===== config.mk =====
export PLATFORM = sky130hd
export DESIGN_NAME = seg7_scan_driver
export DESIGN_NICKNAME = d
export VERILOG_FILES = /design/src/rtl/seg7_pkg.sv /design/src/rtl/bcd_to_seg7.sv /design/src/rtl/seg7_scan_driver.sv
export SDC_FILE = /design/constraint.sdc
export NUM_CORES = 1
export LEC_CHECK = 0
export CORE_MARGIN = 2
export CORE_UTILIZATION = 37
export DETAILED_ROUTE_END_ITERATION = 7
export SLEW_MARGIN = 20
export SYNTH_ARGS = -nofsm -noshare
export SYNTH_HDL_FRONTEND = slang
export SYNTH_SLANG_ARGS = --single-unit

===== constraint.sdc =====
create_clock -name clk -period 2.2 [get_ports clk]
set_input_delay 0.44 -clock clk [delete_from_list [all_inputs] [get_ports clk]]
set_output_delay 0.44 -clock clk [all_outputs]
set_load 0.02 [all_outputs]

===== src/rtl/seg7_pkg.sv =====
`default_nettype none
// ============================================================================
// Module      : seg7_pkg
// Description : Shared types and constants for the 7-segment scan driver.
// Revision    : 1.0 - initial release
// ============================================================================
package seg7_pkg;

  localparam int NUM_DIGITS = 4;

  typedef logic [3:0] bcd_t;
  typedef logic [6:0] seg_t;

  localparam seg_t SEG_BLANK = 7'b0000000;
  localparam seg_t SEG_DASH  = 7'b1000000;
  localparam seg_t SEG_ZERO  = 7'b0111111;

endpackage
`default_nettype wire


===== src/rtl/bcd_to_seg7.sv =====
`default_nettype none
// ============================================================================
// Module      : bcd_to_seg7
// Description : Combinational BCD nibble to active-high segment pattern
//               (bit order g..a). Non-decimal nibbles render as a dash.
// Revision    : 1.0 - initial release
// ============================================================================
module bcd_to_seg7
  import seg7_pkg::*;
(
  input  bcd_t digit,
  output seg_t pattern
);

  // Standard decimal glyphs; anything above 9 falls back to the dash
  always_comb begin
    pattern = SEG_DASH;
    case (digit)
      4'd0:    pattern = SEG_ZERO;
      4'd1:    pattern = 7'b0000110;
      4'd2:    pattern = 7'b1011011;
      4'd3:    pattern = 7'b1001111;
      4'd4:    pattern = 7'b1100110;
      4'd5:    pattern = 7'b1101101;
      4'd6:    pattern = 7'b1111101;
      4'd7:    pattern = 7'b0000111;
      4'd8:    pattern = 7'b1111111;
      4'd9:    pattern = 7'b1101111;
      default: pattern = SEG_DASH;
    endcase
  end

endmodule
`default_nettype wire


===== src/rtl/seg7_scan_driver.sv =====
`default_nettype none
// ============================================================================
// Module      : seg7_scan_driver
// Description : Latches a four-digit BCD result via valid/ready and scans it
//               onto a common-segment 7-segment display, one digit per slot.
//               New results take effect only at frame boundaries.
//               Optional macro LEADING_ZERO_BLANK_EN blanks leading zeros.
// Revision    : 1.0 - initial release
// ============================================================================
module seg7_scan_driver
  import seg7_pkg::*;
#(
  parameter int PRESCALE = 50000
) (
  input  logic        clk,
  input  logic        rst,
  input  logic        in_valid,
  output logic        in_ready,
  input  logic [15:0] z,
  output logic [3:0]  an,
  output logic [6:0]  seg
);

  localparam int               CNT_W    = (PRESCALE > 1) ? $clog2(PRESCALE) : 1;
  localparam logic [CNT_W-1:0] CNT_LAST = CNT_W'(PRESCALE - 1);

  logic [CNT_W-1:0] cnt;
  logic [1:0]       idx;
  logic [15:0]      shadow;
  logic [15:0]      display;
  logic             pending;

  logic             tick;
  logic             boundary;
  logic             accept;
  bcd_t             cur_digit;
  seg_t             cur_pattern;
  logic             blank;

  assign tick      = (cnt == CNT_LAST);
  assign boundary  = tick && (idx == 2'd3);
  assign in_ready  = !pending;
  assign accept    = in_valid && in_ready;
  assign cur_digit = display[{idx, 2'b00} +: 4];

  bcd_to_seg7 u_dec (
    .digit   (cur_digit),
    .pattern (cur_pattern)
  );

`ifdef LEADING_ZERO_BLANK_EN
  // lead_zero[i]: digits i..3 of the displayed value are all literally zero
  logic [3:0] lead_zero;
  assign lead_zero[3] = (display[15:12] == 4'd0);
  assign lead_zero[2] = (display[11:8]  == 4'd0) && lead_zero[3];
  assign lead_zero[1] = (display[7:4]   == 4'd0) && lead_zero[2];
  assign lead_zero[0] = 1'b0;  // units digit always shown
  assign blank        = lead_zero[idx];
`else
  assign blank = 1'b0;
`endif

  // Prescaler and digit index: advance one slot every PRESCALE cycles
  always_ff @(posedge clk) begin
    if (rst) begin
      cnt <= '0;
      idx <= 2'd0;
    end else if (tick) begin
      cnt <= '0;
      idx <= idx + 2'd1;
    end else begin
      cnt <= cnt + 1'b1;
    end
  end

  // Handshake: capture into shadow, promote to display only at a frame boundary
  always_ff @(posedge clk) begin
    if (rst) begin
      shadow  <= '0;
      display <= '0;
      pending <= 1'b0;
    end else if (boundary && pending) begin
      display <= shadow;
      pending <= 1'b0;
    end else if (accept) begin
      shadow  <= z;
      pending <= 1'b1;
    end
  end

  // Registered digit enable and segment drive for the current slot
  always_ff @(posedge clk) begin
    if (rst) begin
      an  <= 4'b0001;
      seg <= SEG_ZERO;
    end else if (blank) begin
      an  <= 4'b0000;
      seg <= SEG_BLANK;
    end else begin
      an  <= 4'b0001 << idx;
      seg <= cur_pattern;
    end
  end

endmodule
`default_nettype wire


Word-level counts from Yosys, hierarchy flattened
Memory sizes are Yosys's and may differ from the RTL's. A register that Yosys moved wholly into a read port is not among the register bits.
Cells that the tools add are included.
- shift operators: 2
- add/sub/neg operators: 2
- reduce and logical (&&, ||, !) cells: 7
- bitwise logic cells: 1
- equal/unequal tests: 2
- operator list (operator ; count):
    adder 16 x 1 -> 16 bit (second input constant) ; 1
    equality test 16 bit (second input constant) ; 1
    variable part select 16 x 5 -> 4 bit ; 1
    OR reduction 2 bit ; 2
    left shift 1 x 2 -> 4 bit (first input constant) ; 1
    logical AND 1 bit ; 3
    adder 2 x 1 -> 2 bit (second input constant) ; 1
    equality test 2 bit (second input constant) ; 1
    AND reduction 2 bit ; 1
    logical NOT 1 bit ; 1
    NOT 1 bit ; 1
- memories kept: 1
- input bits: 19
- bits in read-only memories: 112
- register bits: 55
- word-level logic and storage cells: 21
- memory list (name ; words ; bits a word ; read ports ; clocked after memory_dff ; wr ports ; line ; RTL):
    (name not given) ; 16 ; 7 ; 1 ; 1 ; 0 ; bcd_to_seg7.sv:18 ; case (digit)

Longest topological paths before layout
Gate-level depths: netlist of the first run.
- word-level depth: 5
- depth in mapped cells: 7
- depth with buffers taken out: 5

By module
From an unflattened synthesis of the first run, not the netlist that was laid out.
- cell total of the unflattened synthesis: 296
- area total of the unflattened synthesis: 2819.0 um2
- by module, submodules not included (module ; sequential area each (um2) ; area an instance (um2) ; instances ; cells each):
    seg7_scan_driver ; 1241.2 ; 2567.5 ; 1 ; 266
    bcd_to_seg7 ; 0.0 ; 251.5 ; 1 ; 30

Worst setup path before layout of the first run
OpenSTA, ideal clock, no wires.
- path type: register -> register
- from: register idx[0]
- to: register seg[3]
- period minus slack after synthesis: 1.715 ns
- buffers on the path: 1
- setup slack: 0.485 ns
- data arrival time: 1.587 ns
- required time: 2.072 ns
- cell stages (with the launch flop): 7
- setup time: 0.128 ns
- cell sequence: dfxtp_1 -> buf_2 -> mux4_2 -> inv_1 -> ha_1 -> nor2_1 -> o21ai_1
- word-level cells in the longest chain between the ends: 1
- RTL lines (element ; line ; RTL):
    from (decl) ; seg7_scan_driver.sv:28 ; logic [1:0] idx;
    from (signal assigned) ; seg7_scan_driver.sv:70 ; idx <= idx + 2'd1;
    variable part select 16 x 5 -> 4 bit ; seg7_scan_driver.sv:44 ; assign cur_digit = display[{idx, 2'b00} +: 4];
    to (decl) ; seg7_scan_driver.sv:21 ; output logic [6:0] seg
Every way passes these cells.
A chain may end at the register's enable or synchronous reset.

Final worst setup path of the first run
- from: register pending
- to: output port in_ready
- word-level cells in the longest chain between the ends: 1
- RTL lines (element ; line ; RTL):
    from (decl) ; seg7_scan_driver.sv:31 ; logic pending;
    from (signal assigned) ; seg7_scan_driver.sv:81 ; pending <= 1'b0;
    from (signal assigned) ; seg7_scan_driver.sv:84 ; pending <= 1'b0;
    from (signal assigned) ; seg7_scan_driver.sv:87 ; pending <= 1'b1;
    logical NOT 1 bit ; seg7_scan_driver.sv:42 ; assign in_ready = !pending;
    to (decl) ; seg7_scan_driver.sv:18 ; output logic in_ready,
Every way passes these cells.

==> metrics.yaml, run 1 <==
run_status:
  status: "finished, final reports clean"
clocking:
  post_cts_buffers: 0
  cts_made_buffers: 9
  hold_buffers: 0
  clock_latency_ns: 0.33
  post_cts_resized: 0
  clock-root-buffer: "clkbuf_8"
  cts.sinks: 62
  cts_tree: "done"
  cts_buffer_depth: 2
  h-tree-depth: 3
  clk_pin_slew_worst_paths_ns: 0.07
floorplanning:
  start_util_pct: 38.3
  ioPinCount: 31
  dieArea_sq_um: 7760
  die_height_um: 88.1
  coreArea_sq_um: 6830
  num_rows: 30
  die_x_um: 88.1
sta:
  tns_ns: 0
  slew_headroom_pct: 62.3
  finalHoldViolations: 0
  finalSetupViolCount: 0
  period_share_pct: 82.5
  drv_slew: 0
  clock_skew_ns: 0.00978
  clock.fmax_mhz: 551
  grt_setup_unrepaired: "no"
  layout_min_cycle_time_ns: 1.82
  worst_pin_slew_ns: 0.566
  fin_ws_ns: 0.384
global_route:
  grt_max_degree: 26
  gr-usage-met2_pct: 19.6
  grt_pass1_wl_um: 8680
  first_global_vias: 1816
  top_usage_layer: "met1"
  grt_antenna_before_repair: 0
  use_met3_pct: 3.96
  grt_overflow: 0
  grt_usage_pct: 14.3
  grt_use_met1_pct: 20.4
job:
  cap_viol_max_count: 0
drt:
  wl_um: 4980
  postRouteAntennaNets: 0
  drcViolationCount: 0
  via_count: 2012
  vias_per_cell: 4.77
  dr.pass1.iters: 4
  wl_per_cell_um: 11.8
  drt_iter0_markers: 103
worst_setup_path:
  r2r_start: "idx[0]"
  worstPathArrival_ns: 1.38
  crit_fanout: 5
  required_ns: 1.76
  startpoint: "pending"
  startpoint_type: "flip-flop"
  endpoint_kind: "output port"
  crit_type: "flip-flop to output port"
synth:
  synth_edf_count: 0
  synthTopCellsByArea: "dfxtp_1, a21oi_1, nand2_1, nand3_1, ha_1"
  ys_async_sr_fraction_pct: 0
  avgSynthCellArea_sq_um: 8.90
  synth_flop_cell: "dfxtp_1"
  yosys_warnings: 0
  ys_types: 41
  yosysTopAreaCellShare_pct: 47.4
  synthCells: 294
  synthTopCellsByCount: "dfxtp_1, nand2_1, a21oi_1"
  yosysTopAreaCell: "dfxtp_1"
  syn_nets: 322
  syn_area_sq_um: 2620
  ys_ff_latch: 62
  ys_seq_area_share_pct: 47.4
  yosysMostFrequentCell: "dfxtp_1"
final_layout:
  fill_cells: 695
  final_layout_size_suffix_gt1_share_pct: 11.3
  area_growth_pct: 22.5
  multiInputGateArea_sq_um: 1240
  finalInstanceArea_sq_um: 3200
  seqCellArea_sq_um: 1240
  fin_nets: 349
  n_antenna_cell: 0
place:
  placed_area_sq_um: 2980
  dp_hpwl_um: 3430
  dpl_worst_slack_ns: 0.394
  gp_congestion: 0.772
  numPortBuffers: 30
power_and_ir_drop:
  p_sw_share_pct: 21.2
  power_density_nw_per_um2: 737
  combPwrFrac_pct: 4.4
  p_int_w: 0.00186
  seq_power_share_pct: 49.1
  clkPwrFrac_pct: 46.5
  ir_drop_mv: 0.296
  leakage_nw: 1.15
  p_switching_w: 0.000500
min_path:
  min_from: "cnt[0]"
  hp-class: "flip-flop to flip-flop"
power groups by stage:
stage / clock network [W] / registers, W / logic (W)
3_3_place_gp: 0 / 0.00118 / 0.000105
2_1_floorplan: 0 / 0.00118 / 0.0000584
4_1_cts: 0.00113 / 0.00116 / 0.000106
3_5_place_dp: 0 / 0.00118 / 0.000105
6_report: 0.00110 / 0.00116 / 0.000105
5_1_grt: 0.00119 / 0.00116 / 0.000117
path summary, 6_finish.rpt:
check / endpoint / slack [ns] / depth (start not counted)
worst max register to register: seg[5] / 0.40 / 4
worst min register to register: cnt[0] / 0.44 / 1
worst max-delay path: in_ready / 0.38 / 2
worst min-delay path: cnt[0] / 0.44 / 1
layout by cell type, fill, tap and decap left out, drive strengths merged, types with 3 or more instances in the layout:
cell	n
nand3	24
a21oi	38
nor3	4
clkdlybuf4s50	30
nand2	40
xnor2	4
ha	9
xor2	8
o21ai	22
a21o	3
clkinv	3
nand4	6
dfxtp	62
and4	4
nor2	18
mux4	4
clkbuf	10
inv	6
buf	7
final cells by class:
type                            instances  area share (%)
Clock inverter                          6            2.66
Timing Repair Buffer                   37            11.0
Multi-Input combinational cell        204            38.7
Tap cell                               96            3.75
Clock buffer                           10            4.30
Inverter                                7           0.820
Sequential cell                        62            38.7
kinds of logic (layout without fill, tap and decap cells):
| group | Yosys count | after routing | share of synthesized area, % |
|---|---|---|---|
| xor gates and xnor gates | 12 | 12 | 4.02 |
| adders and majority gates | 9 | 9 | 4.30 |
| AOI/OAI and AO/OA | 68 | 68 | 14.1 |
| muxes | 4 | 4 | 3.44 |
| buffers and inverters | 28 | 60 | 5.12 |
| and+or+nand+nor | 111 | 111 | 21.6 |
| DFF | 62 | 62 | 47.4 |
sequential cells by signal, summed over array words and instances (netlist names):
name and count:
shadow 16, cnt 16, seg 7, pending 1, an 4, idx 2
display 16
critical path: stages, from the launching register on:
cell and delay (ns):
dfxtp_1 0.36, inv_1 0.09, clkdlybuf4s50_1 0.60
routing by layer:
layer  wire length (um)  share of wire [%]
met3                222                4.5
met5                  0                  0
met2               2050                 41
met1               2630                 53
met4                 80                1.6
through the flow:
stage               std cells  utilization, %  hold slack [ns]  total power, W
detailed placement        406            43.6            0.434         0.00129
global placement          406            43.6            0.422         0.00129
CTS                       422            46.9            0.443         0.00240
floorplan                 294               -            0.413         0.00124
global route              422            46.9            0.470         0.00246
finish                    422            46.9            0.439         0.00236
Note: power is estimated with default switching activity, not from simulation.
==> inputs of run 2 (changes only) <==
==> constraint.sdc (replaced) <==
create_clock -name clk -period 1.7 [get_ports clk]
set_input_delay 0.34 -clock clk [delete_from_list [all_inputs] [get_ports clk]]
set_output_delay 0.34 -clock clk [all_outputs]
set_load 0.02 [all_outputs]
==> metrics.yaml, run 2 (same netlist as run 1, synthesis figures left out) <==
worst_setup_path:
  crit_fanout: 5
  worstPathArrival_ns: 1.87
  required_ns: 1.93
  startpoint_type: "flip-flop"
  endpoint_kind: "flip-flop"
  crit_type: "flip-flop to flip-flop"
run_status:
  status: "finished, final reports clean"
drt:
  vias_per_cell: 4.79
  via_count: 2081
  drcViolationCount: 0
  wl_um: 5030
  wl_per_cell_um: 11.6
  dr.pass1.iters: 4
  postRouteAntennaNets: 0
  drt_iter0_markers: 96
global_route:
  grt_overflow: 0
  grt_usage_pct: 14.5
  grt_pass1_wl_um: 8600
  first_global_vias: 1905
  grt_antenna_before_repair: 0
  grt_max_degree: 36
min_path:
  hp-class: "flip-flop to flip-flop"
final_layout:
  fill_cells: 681
  layout_common_cells: "dfxtp_1, nand2_1, a21oi_1, clkdlybuf4s50_1, nand3_1"
  largestRegisters: "cnt x16, display x16, shadow x16"
  final_layout_size_suffix_gt1_share_pct: 16.0
  n_antenna_cell: 0
  layout_commonest_cell: "dfxtp_1"
  seqCellArea_sq_um: 1240
  area_growth_pct: 27.1
  stdcell_count: 434
  multiInputGateArea_sq_um: 1260
  fin_nets: 361
place:
  dpl_worst_slack_ns: -0.0450
  numPortBuffers: 30
  gp_congestion: 0.753
  dp_hpwl_um: 3420
  dp_cells: 416
clocking:
  clk_pin_slew_worst_paths_ns: 0.07
  clock-root-buffer: "clkbuf_8"
  cts_made_buffers: 9
  cts_tree: "done"
  cts.sinks: 62
  clock_latency_ns: 0.35
  h-tree-depth: 3
  cts_buffer_depth: 2
floorplanning:
  die_x_um: 88.1
  die_height_um: 88.1
  ioPinCount: 31
  num_rows: 30
  dieArea_sq_um: 7760
  start_util_pct: 38.3
  coreArea_sq_um: 6830
power_and_ir_drop:
  leakage_nw: 1.22
  power_density_nw_per_um2: 851
  ir_drop_mv: 0.421
sta:
  worst_pin_slew_ns: 0.344
  fin_ws_ns: 0.0627
  period_share_pct: 96.3
  drv_slew: 0
  clock.fmax_mhz: 611
  slew_headroom_pct: 77.0
  finalSetupViolCount: 0
  finalHoldViolations: 0
  layout_min_cycle_time_ns: 1.64
  clock_skew_ns: 0.0113
job:
  cap_viol_max_count: 0
[run 2: power breakdown]
group | switching (W) | internal [W]
registers | 0.0000187 | 0.00148
logic | 0.0000697 | 0.0000800
clock network | 0.000636 | 0.000545
[run 2: critical path, stage by stage, from the launching register on]
cell and delay (ns):
dfxtp_4 0.38, mux4_2 0.58, clkinvlp_4 0.14, ha_1 0.24, nor2_1 0.12, o21ai_1 0.06
[run 2: routing by layer]
layer | vias to the layer above | share of wire [%] | GRT usage [%]
li1 | 1094 | - | -
met1 | 940 | 54 | 20.3
met2 | 40 | 40 | 19.4
met3 | 7 | 4.4 | 4.52
met4 | 0 | 1.7 | 8.40
met5 | - | 0 | 0
[run 2: stage by stage]
| step | area [sq um] | hold WS [ns] | TNS [ns] | utilization, % | power [W] |
|---|---|---|---|---|---|
| after floorplan | 2620 | 0.413 | 0 | - | 0.00160 |
| after global placement | 3110 | 0.425 | 0 | 45.5 | 0.00168 |
| after detailed placement | 3110 | 0.433 | -0.0503 | 45.5 | 0.00168 |
| after CTS | 3300 | 0.444 | 0 | 48.2 | 0.00287 |
| after global routing | 3320 | 0.475 | -0.000752 | 48.7 | 0.00295 |
| final | 3320 | 0.440 | 0 | 48.7 | 0.00283 |
[run 2: what timing repair did]
action | CTS | global route
hold buffers | 0 | 0
endpoints found under the setup margin | 4 | 6
setup buffers | 0 | 2
pin swaps | 0 | 0
gates resized for setup | 3 | 6
[run 2: worst paths after layout]
check | start | endpoint | slack (ns) | cells past startpoint
worst max register to register | idx[0] | seg[3] | 0.06 | 5
worst max-delay path | idx[0] | seg[3] | 0.06 | 5
worst min register to register | cnt[0] | cnt[0] | 0.44 | 1
worst min-delay path | cnt[0] | cnt[0] | 0.44 | 1
[run 2: layout make-up]
cell class / instances / area share, %
inverters: 7 / 0.903
repair buffers: 49 / 14.8
well taps: 96 / 3.61
flip-flops and latches: 62 / 37.4
multi-input cells: 204 / 37.8
clock buffers: 9 / 3.73
clock inverters: 7 / 1.69
